$ cat src/rtl/demux_pkg.sv
// Shared types for the 4-way dispatcher: FSM state, destination index and
// the one-hot destination decode used for the per-destination valids.
package demux_pkg;

    typedef enum logic {
        IDLE = 1'b0,
        SEND = 1'b1
    } state_t;

    typedef logic [1:0] dest_t;

    function automatic logic [3:0] dest_dec(input dest_t d);
        logic [3:0] r_oneHot;
        r_oneHot = 4'b0000;
        r_oneHot[d] = 1'b1;
        return r_oneHot;
    endfunction

endpackage

$ cat src/rtl/dispatch_valid_demux.sv
// 1-to-4 demux of the internal "word held" bit onto the destination valids,
// steered by the held word's destination index.
module dispatch_valid_demux
    import demux_pkg::*;
(
    input  logic       i_valid,
    input  dest_t      i_sel,
    output logic [3:0] o_valid
);

    assign o_valid = i_valid ? dest_dec(i_sel) : 4'b0000;

endmodule

$ cat src/rtl/demux4_dispatcher.sv
// Holds one producer word and routes it to one of four consumers, either
// round-robin (skipping a consumer that stalls too long) or to a fixed index.
module demux4_dispatcher
    import demux_pkg::*;
#(
    parameter int W         = 8,
    parameter int STALL_MAX = 15
) (
    input  logic         clk,
    input  logic         rst_n,
    input  logic         en,
    input  logic         mode,
    input  logic [1:0]   cfg_sel,
    input  logic         in_valid,
    output logic         in_ready,
    input  logic [W-1:0] in_data,
    output logic [3:0]   out_valid,
    input  logic [3:0]   out_ready,
    output logic [W-1:0] out_data,
    output logic [1:0]   sel,
    output logic         busy
);

    // A zero threshold still needs a legal one-bit counter.
    localparam int            CW        = (STALL_MAX > 0) ? $clog2(STALL_MAX + 1) : 1;
    localparam logic [CW-1:0] STALL_LIM = CW'(STALL_MAX);
    localparam logic          REDIR_EN  = (STALL_MAX != 0);

    state_t        r_state;
    dest_t         r_sel;
    dest_t         r_rrPtr;
    logic [CW-1:0] r_stallCnt;
    logic [W-1:0]  r_data;

    logic  w_sending;
    logic  w_readySel;
    logic  w_accept;
    logic  w_complete;
    logic  w_redirect;
    dest_t w_rrNext;
    dest_t w_newSel;

    assign w_sending  = (r_state == SEND);
    assign w_readySel = out_ready[r_sel];
    assign in_ready   = en & (~w_sending | w_readySel);
    assign w_accept   = in_valid & in_ready;
    assign w_complete = w_sending & w_readySel;
    assign w_redirect = w_sending & ~mode & REDIR_EN & ~w_readySel
                        & (r_stallCnt == STALL_LIM);

    // A completion in the same cycle as an accept must already see the
    // advanced pointer, otherwise back-to-back words would repeat a slot.
    assign w_rrNext = (w_complete & ~mode) ? dest_t'(r_sel + 2'd1) : r_rrPtr;
    assign w_newSel = mode ? dest_t'(cfg_sel) : w_rrNext;

    always_ff @(posedge clk or negedge rst_n) begin
        if (!rst_n) begin
            r_state <= IDLE;
            r_sel   <= 2'd0;
            r_data  <= '0;
        end else if (w_accept) begin
            r_state <= SEND;
            r_sel   <= w_newSel;
            r_data  <= in_data;
        end else if (w_complete) begin
            r_state <= IDLE;
        end else if (w_redirect) begin
            r_sel <= dest_t'(r_sel + 2'd1);
        end
    end

    always_ff @(posedge clk or negedge rst_n) begin
        if (!rst_n) begin
            r_rrPtr <= 2'd0;
        end else if (w_redirect) begin
            r_rrPtr <= dest_t'(r_sel + 2'd2);
        end else begin
            r_rrPtr <= w_rrNext;
        end
    end

    always_ff @(posedge clk or negedge rst_n) begin
        if (!rst_n) begin
            r_stallCnt <= '0;
        end else if (w_complete | w_redirect) begin
            r_stallCnt <= '0;
        end else if (w_sending) begin
            r_stallCnt <= r_stallCnt + 1'b1;
        end
    end

    dispatch_valid_demux u_validDemux (
        .i_valid (w_sending),
        .i_sel   (r_sel),
        .o_valid (out_valid)
    );

    assign out_data = r_data;
    assign sel      = r_sel;
    assign busy     = w_sending;

endmodule

$ cat config.mk
export PLATFORM = sky130hd
export DESIGN_NAME = demux4_dispatcher
export DESIGN_NICKNAME = d
export VERILOG_FILES = /design/src/rtl/demux_pkg.sv /design/src/rtl/dispatch_valid_demux.sv /design/src/rtl/demux4_dispatcher.sv
export SDC_FILE = /design/constraint.sdc
export NUM_CORES = 1
export LEC_CHECK = 0
export ABC_CLOCK_PERIOD_IN_PS = 3300
export CORE_ASPECT_RATIO = 0.9
export CORE_MARGIN = 2
export CORE_UTILIZATION = 47
export DETAILED_ROUTE_END_ITERATION = 8
export PLACE_DENSITY = 0.84
export SYNTH_ARGS = -nofsm -noshare
export SYNTH_HDL_FRONTEND = slang
export SYNTH_SLANG_ARGS = --single-unit
$ cat constraint.sdc
create_clock -name clk -period 3.3 [get_ports clk]
set_input_delay 0.99 -clock clk [delete_from_list [all_inputs] [get_ports clk]]
set_output_delay 0.99 -clock clk [all_outputs]
set_load 0.03 [all_outputs]
== Word level (Yosys, flattened, before mapping) ==
Index checks and enable logic that the tools add are counted.
Word-level totals
  flip-flop bits (word level): 17
  output and inout port bits: 16
Operators by class
  add/subtract/negate cells: 3
  order comparisons: 2
  equal/unequal tests: 2
  multiplexer cells: 15
  bitwise gates (word level): 12
  reduce and logical (&&, ||, !) cells: 5
Operator list (count)
  2-bit two-way mux: 6
  4-bit two-way mux: 3
  1-bit AND: 7
  2-bit nonzero test: 3
  4-bit by 1-bit adder with 4-bit output (second input constant): 1
  4-bit == test (second input constant): 1
  1-bit two-way mux: 4
  2-bit by 3-bit less-than comparator with 1-bit output (second input constant): 1
  1-bit inverter: 3
  2-bit by 1-bit adder with 2-bit output (second input constant): 1
  2-bit adder (second input constant): 1
  1-bit binary-select mux with 2-bit select: 1
  1-bit demux with 2-bit select: 1
  2-bit by 1-bit >= comparator with 1-bit output (second input constant): 1
  2-bit != test (second input constant): 1
  1-bit bitwise OR: 2
  2-bit AND reduction: 1
  1-bit logical AND: 1

== Longest topological paths before layout ==
Gate-level depths: netlist (run 1).
  word-level depth: 8
  mapped depth: 6
  depth with buffers taken out: 5

== Hierarchy ==
Synthesis (run 1) repeated with hierarchy kept, for this count alone.
Second synthesis, totals
  cell total of the unflattened synthesis: 88
  area, all modules: 972.2 µm²
Modules (own cells, without submodules)
  demux4_dispatcher: times used 1, cells an instance 84, area each 934.6 µm²
  dispatch_valid_demux: times used 1, cells an instance 4, area each 37.5 µm²

== Least setup slack after synthesis (run 1) ==
OpenSTA, ideal clock, no wires.
  path kind: in2out
  from: in out_ready[3]
  to: out in_ready
  arrival time: 1.961 ns
  required time: 2.310 ns
  path slack: 0.349 ns
  stages: 3
  buffers on the path: 0
  path through: mux4_2 -> nand2b_1 -> and2_1
On the way
  longest elaborated chain between the ends: 4
Ends and longest elaborated chain
  from (decl): line demux4_dispatcher.sv:18  | input logic [3:0] out_ready,
  1-bit binary-select mux with 2-bit select: line demux4_dispatcher.sv:44  | assign w_readySel = out_ready[r_sel];
  1-bit two-way mux (implied by the code): line demux4_dispatcher.sv:44
  1-bit bitwise OR: line demux4_dispatcher.sv:45  | assign in_ready = en & (~w_sending | w_readySel);
  1-bit AND: line demux4_dispatcher.sv:45
  to (decl): line demux4_dispatcher.sv:15  | output logic in_ready,
Every way passes these cells. The select of a mux whose other input is x is not followed.

== Worst setup path in the final report (run 1) ==
Ends and elaborated chain as after synthesis.

==> flow_summary_export.csv, run 1 <==
group,metric,value,unit
setup_path,setup.worst_path.start,"out_ready[3]",
sta,fin_crit,3.17,ns
synthesis,netlist_area,960,um^2
placement,preCtsSetupSlack,-0.542,ns
cts,clock_sinks,17,
sta,hold_viol_final,0,
global_route,grt_max_degree,18,
setup_path,crit_family,"multiplexers",
synthesis,yosys_register_bits,17,
synthesis,synth_fp_nets,108,
synthesis,synth.area.top_cells,"dfrtp_1 (44%), mux2_1 (9.4%), ha_1 (6.5%), and2_1 (3.3%), mux2i_1 (3.1%)",
die,num_rows,15,
global_route,antenna_found_initial,0,
global_route,first_global_vias,753,
sta,max_freq,0.315,GHz
synthesis,synthCells,84,
synthesis,ys_seq_area_share,44.3,%
setup_path,slowest_stage,"mux4_2",
sta,tightest_slew,0.739,ns
cells_and_area,num_antenna_cells,0,
setup_path,worstPathMaxFanout,2,
routing,wl_per_cell,13.6,um
synthesis,netlist-cell-type-count,33,
global_route,grt-busiest-layer,"met2",
power_and_ir_drop,vdd.ir_drop.worst,0.539,mV
synthesis,ys.flop_type,"dfrtp_1",
cells_and_area,syn_to_final_growth,44.5,%
synthesis,yosys.area_share.simple,15.3,%
routing,drt_iter0_drc,12,
cts,cts_tree,"done",
die,die_w,51.6,um
synthesis,synth_xor_area_share,0.913,%
cells_and_area,nNetsFinal,149,
routing,dr.pass1.iters,4,
die,die_h,46.9,um
placement,place_congestion,0.803,
synthesis,avgSynthCellArea,11.4,um^2
routing,drc,0,
sta,fin_ws,0.127,ns
setup_path,startpoint_type,"input pin",
global_route,grt_use_met1,22.0,%
cts,clk_transition_reported_paths,0.10,ns
routing,vias,797,
cells_and_area,final_layout_size_suffix_gt1_share,13.7,%
synthesis,async_flop_share,100,%
outcome,outcome,"finished, final reports clean",
placement,port_buffers,34,
synthesis,synth_top_family_by_area,"multiplexers",
sta,setup_tns,0,ns
setup_path,cp_num_buf_inv,2,
sta,finalMaxSlewViolations,0,
sta,relSlewSlack,50.6,%
cells_and_area,nFillCells,143,
die,die-area,2420,um^2
setup_path,slowest_delay,0.49,ns
power_and_ir_drop,p_total,1.09,mW
synthesis,yosys.area_share.adder,6.52,%
setup_path,worstPathArrival,2.18,ns
cts,cts_max_path_buffers,2,
routing,drt-total-wl,2030,um
setup_path,r2r-start,"sel[0]",
synthesis,synth_area_leader_cell,"dfrtp_1",
global_route,grt_pass1_wl,3290,um
global_route,grt_use_total,19.3,%
synthesis,synth_edf_count,0,
synthesis,synth.mux.area_fraction,16.4,%
synthesis,netlist.area_leader.share,44.3,%
global_route,met2_usage,34.4,%
synthesis,synth_compound_area_share,13.0,%
routing,antenna_left,0,
cts,cts_buffers,3,
sta,rsz0062_at_grt,"false",
power_and_ir_drop,power_leakage,0.610,nW
setup_path,end_kind,"output pin",
cts,insertion_delay,0.29,ns
cts,postCtsHoldBufs,0,
power_and_ir_drop,powerDensity,790,nW/um^2
placement,dp_hpwl,1580,um
synthesis,synth_warnings,0,
global_route,use_met3,4.78,%
cts,cts_root_buf,"clkbuf_4",
die,core_area,1910,um^2
cts,htreeDepth,1,
routing,drt-vias-per-instance,5.35,
global_route,grt_overflow_total,0,
setup_path,cp.required,2.31,ns
die,start_util,50.1,%
sta,clock_skew,0.00407,ns
sta,setup_viol,0,
die,ios,35,
sta,finalCritPeriodShare,96.1,%
flow_run,drv_cap,0,
min_path,hold_start,"r_stallCnt[3]",
setup_path,crit_chain,"dlygate4sd2_1 > mux4_2 > nand2b_4 > and2_4 > buf_6",
setup_path,path_class,"input pin to output pin",
min_path,hp-class,"flip-flop to flip-flop",
per-layer routing:
metal  part of all wire [%]  vias to the layer above
li1                       -                      382
met1                     42                      380
met2                     50                       29
met3                    5.7                        6
met4                    3.0                        0
met5                      0                        -
timing repair:
action | 4_1_cts | 5_1_grt
setup endpoints to repair | 1 | 0
gates resized for setup | 13 | 0
buffers inserted | 1 | 0
cells in the final DEF, fill, tap and decap left out, types with 4 or more instances in the layout:
master / Yosys / routed
dlygate4sd2_1: 0 / 4
o21ai_0: 4 / 4
dfrtp_1: 17 / 17
mux2_1: 8 / 8
inv_1: 5 / 5
buf_4: 1 / 5
nand2_1: 4 / 4
ha_1: 5 / 5
clkdlybuf4s50_1: 0 / 29
and2_1: 5 / 4
cells by family (layout without fill, tap and decap cells):
family / after synthesis / count (layout)
fa+ha+maj: 5 / 5
simple gates: 23 / 23
compound gates: 17 / 17
mux: 13 / 13
flops: 17 / 17
buf+inv: 8 / 48
xor+xnor: 1 / 1
cell type report:
cell class | count | area, um^2 | area share (%)
flip-flops and latches | 17 | 425 | 30.7
inverters | 5 | 18.8 | 1.35
clock buffers | 4 | 26.3 | 1.90
repair buffers | 39 | 374 | 27.0
multi-input cells | 59 | 510 | 36.8
well taps | 25 | 31.3 | 2.26
flip-flops by register name, summed over array words and instances (netlist names):
name and flops:
r_stallCnt 4, out_data 8, busy 1, sel 2
r_rrPtr 2
synth_stat cells, types with 2 or more instances:
library cell / count
dfrtp_1: 17
mux2_1: 8
and2_1: 5
ha_1: 5
inv_1: 5
nand2_1: 4
o21ai_0: 4
mux2i_1: 3
nand2b_1: 3
a211oi_1: 2
a21oi_1: 2
clkbuf_1: 2
nand3_1: 2
nor2_1: 2
o31ai_1: 2
metrics by stage:
| step | utilization [%] | std cells | hold slack, ns | cell area [um^2] |
|---|---|---|---|---|
| floorplan | - | 84 | 0.438 | 960 |
| global placement | 70.3 | 144 | 0.463 | 1350 |
| detailed placement | 70.3 | 144 | 0.479 | 1350 |
| CTS | 72.4 | 149 | 0.492 | 1390 |
| global route | 72.4 | 149 | 0.511 | 1390 |
| finish | 72.4 | 149 | 0.485 | 1390 |
worst paths after layout:
check                                      to  slack (ns)  depth (start not counted)
worst max-delay path                 in_ready        0.13                          5
worst min-delay path            r_stallCnt[3]        0.48                          1
worst max register to register    out_data[5]        1.07                          4
worst min register to register  r_stallCnt[3]        0.48                          1
max in group asynchronous          r_rrPtr[0]        1.70                          1
min in group asynchronous       r_stallCnt[2]        1.13                          1
power breakdown:
part / internal (mW) / switching, mW
sequential: 0.286 / 0.0744
combinational: 0.294 / 0.330
clock: 0.0470 / 0.0631
total: 0.628 / 0.467
No activity file was read; power rests on OpenSTA's default activity.
==> run 2: changes to the inputs <==
Settings changed: CORE_ASPECT_RATIO 0.9 to not set.
==> run 2 against run 1 <==
  * Routed wire length increased by 13%
  * Hold slack improved by 0.015 ns
  * Die area about the same
  * Register-to-register slack improved by 0.22 ns
  * Sequential share of layout area decreased by 0.055 points
  * Sequential power decreased by 3%
  * Combinational power increased by 4.8%
  * Total power increased by 2.1%
  * Count of clock-buffer cells in the layout unchanged
  * Via count increased by 3.0%
  * Utilization decreased by 0.90 points
  * Flip-flop and latch count unchanged
  * Critical endpoint unchanged
==> flow_summary_export.csv, run 2 (synthesized netlist as in run 1, its figures left out) <==
group,metric,value,unit
outcome,outcome,"finished, final reports clean",
placement,place_congestion,0.787,
sta,clock_skew,0.0122,ns
power_and_ir_drop,power_leakage,0.610,nW
cts,clock_sinks,17,
placement,dp_hpwl,1820,um
setup_path,cp_num_buf_inv,2,
routing,vias,821,
cts,cts_max_path_buffers,2,
global_route,grt-busiest-layer,"met2",
cts,cts_root_buf,"clkbuf_4",
die,die_h,49.2,um
global_route,grt_max_degree,18,
sta,relSlewSlack,47.9,%
cells_and_area,syn_to_final_growth,44.7,%
power_and_ir_drop,p_total,1.12,mW
cts,post-cts-setup-buffer-count,0,
die,ios,35,
sta,tightest_slew,0.779,ns
sta,max_freq,0.314,GHz
cells_and_area,final_cell_area,1390,um^2
cts,insertion_delay,0.30,ns
sta,setup_viol,0,
setup_path,startpoint_type,"input pin",
sta,rsz0062_at_grt,"false",
setup_path,end_kind,"output pin",
routing,wl_per_cell,15.2,um
power_and_ir_drop,powerDensity,805,nW/um^2
sta,hold_viol_final,0,
setup_path,worstPathArrival,2.19,ns
min_path,hp-class,"flip-flop to flip-flop",
placement,port_buffers,34,
die,start_util,49.4,%
cells_and_area,largest_reg_flops,8,
global_route,grt_use_met1,20.9,%
global_route,met2_usage,41.0,%
die,num_rows,16,
routing,drt_iter0_drc,13,
cts,htreeDepth,1,
setup_path,path_class,"input pin to output pin",
placement,post_dp_cell_area,1360,um^2
cells_and_area,final_layout_size_suffix_gt1_share,13.7,%
cells_and_area,nFillCells,157,
routing,dr.pass1.iters,4,
placement,preCtsSetupSlack,-0.529,ns
die,core_area,1940,um^2
flow_run,drv_cap,0,
power_and_ir_drop,vdd.ir_drop.worst,0.558,mV
sta,holdWs,0.500,ns
cts,postCtsHoldBufs,0,
routing,drc,0,
global_route,grt_use_total,21.1,%
sta,fin_ws,0.119,ns
cts,cts_buffers,3,
global_route,grt_pass1_wl,3770,um
global_route,use_met3,3.37,%
cells_and_area,final_cell_mix,"clkdlybuf4s50_1 (29), dfrtp_1 (17), mux2_1 (8)",
routing,drt-total-wl,2300,um
setup_path,slowest_stage,"mux4_2",
cts,clk_transition_reported_paths,0.09,ns
routing,drt-vias-per-instance,5.44,
global_route,antenna_found_initial,0,
setup_path,cp.required,2.31,ns
global_route,grt_overflow_total,0,
cts,cts_tree,"done",
setup_path,crit_family,"multiplexers",
cells_and_area,final_common_cell,"clkdlybuf4s50_1",
sta,finalCritPeriodShare,96.4,%
setup_path,worstPathMaxFanout,2,
global_route,first_global_vias,867,
setup_path,crit_chain,"dlygate4sd2_1 > mux4_2 > nand2b_4 > and2_4 > buf_6",
cells_and_area,num_antenna_cells,0,
cells_and_area,nNetsFinal,149,
die,die_w,49.2,um
setup_path,slowest_delay,0.51,ns
sta,fin_crit,3.18,ns
routing,antenna_left,0,
sta,finalMaxSlewViolations,0,
die,die-area,2420,um^2
-- run 2: final timing paths --
check                      cells after the start    startpoint  slack [ns]             to
min                                            1   out_data[1]        0.50    out_data[1]
max reg2reg                                    6        sel[0]        1.29         sel[1]
min in group asynchronous                      1         rst_n        1.14  r_stallCnt[0]
max in group asynchronous                      1         rst_n        1.67    out_data[6]
max                                            5  out_ready[3]        0.12       in_ready
min reg2reg                                    1   out_data[1]        0.50    out_data[1]
-- run 2: where the power goes --
part	switching (mW)	internal [mW]
clock	0.0662	0.0471
combinational	0.354	0.300
sequential	0.0643	0.287
-- run 2: area by class of cell --
class | count | area [um^2] | area share, %
clock buffers | 4 | 26.3 | 1.89
inverters | 5 | 18.8 | 1.35
multi-input cells | 59 | 510 | 36.8
flip-flops and latches | 17 | 425 | 30.6
well taps | 27 | 33.8 | 2.43
repair buffers | 39 | 374 | 26.9
-- run 2: timing repair --
action / CTS / global route
hold endpoints to repair: 0 / 0
gates resized for setup: 13 / 0
endpoints found under the setup margin: 1 / 0
-- run 2: through the flow --
step	instances	TNS, ns	utilization, %
global placement	147	-0.530	69.8
floorplan	84	0	-
global route	151	0	71.5
CTS	151	0	71.5
finish	151	0	71.5
detailed placement	147	-0.529	69.8
-- run 2: per-layer routing --
layer  wire (um)  share of wire (%)
met5           0                  0
met4          40                1.7
met3         109                4.7
met2        1230                 53
met1         922                 40
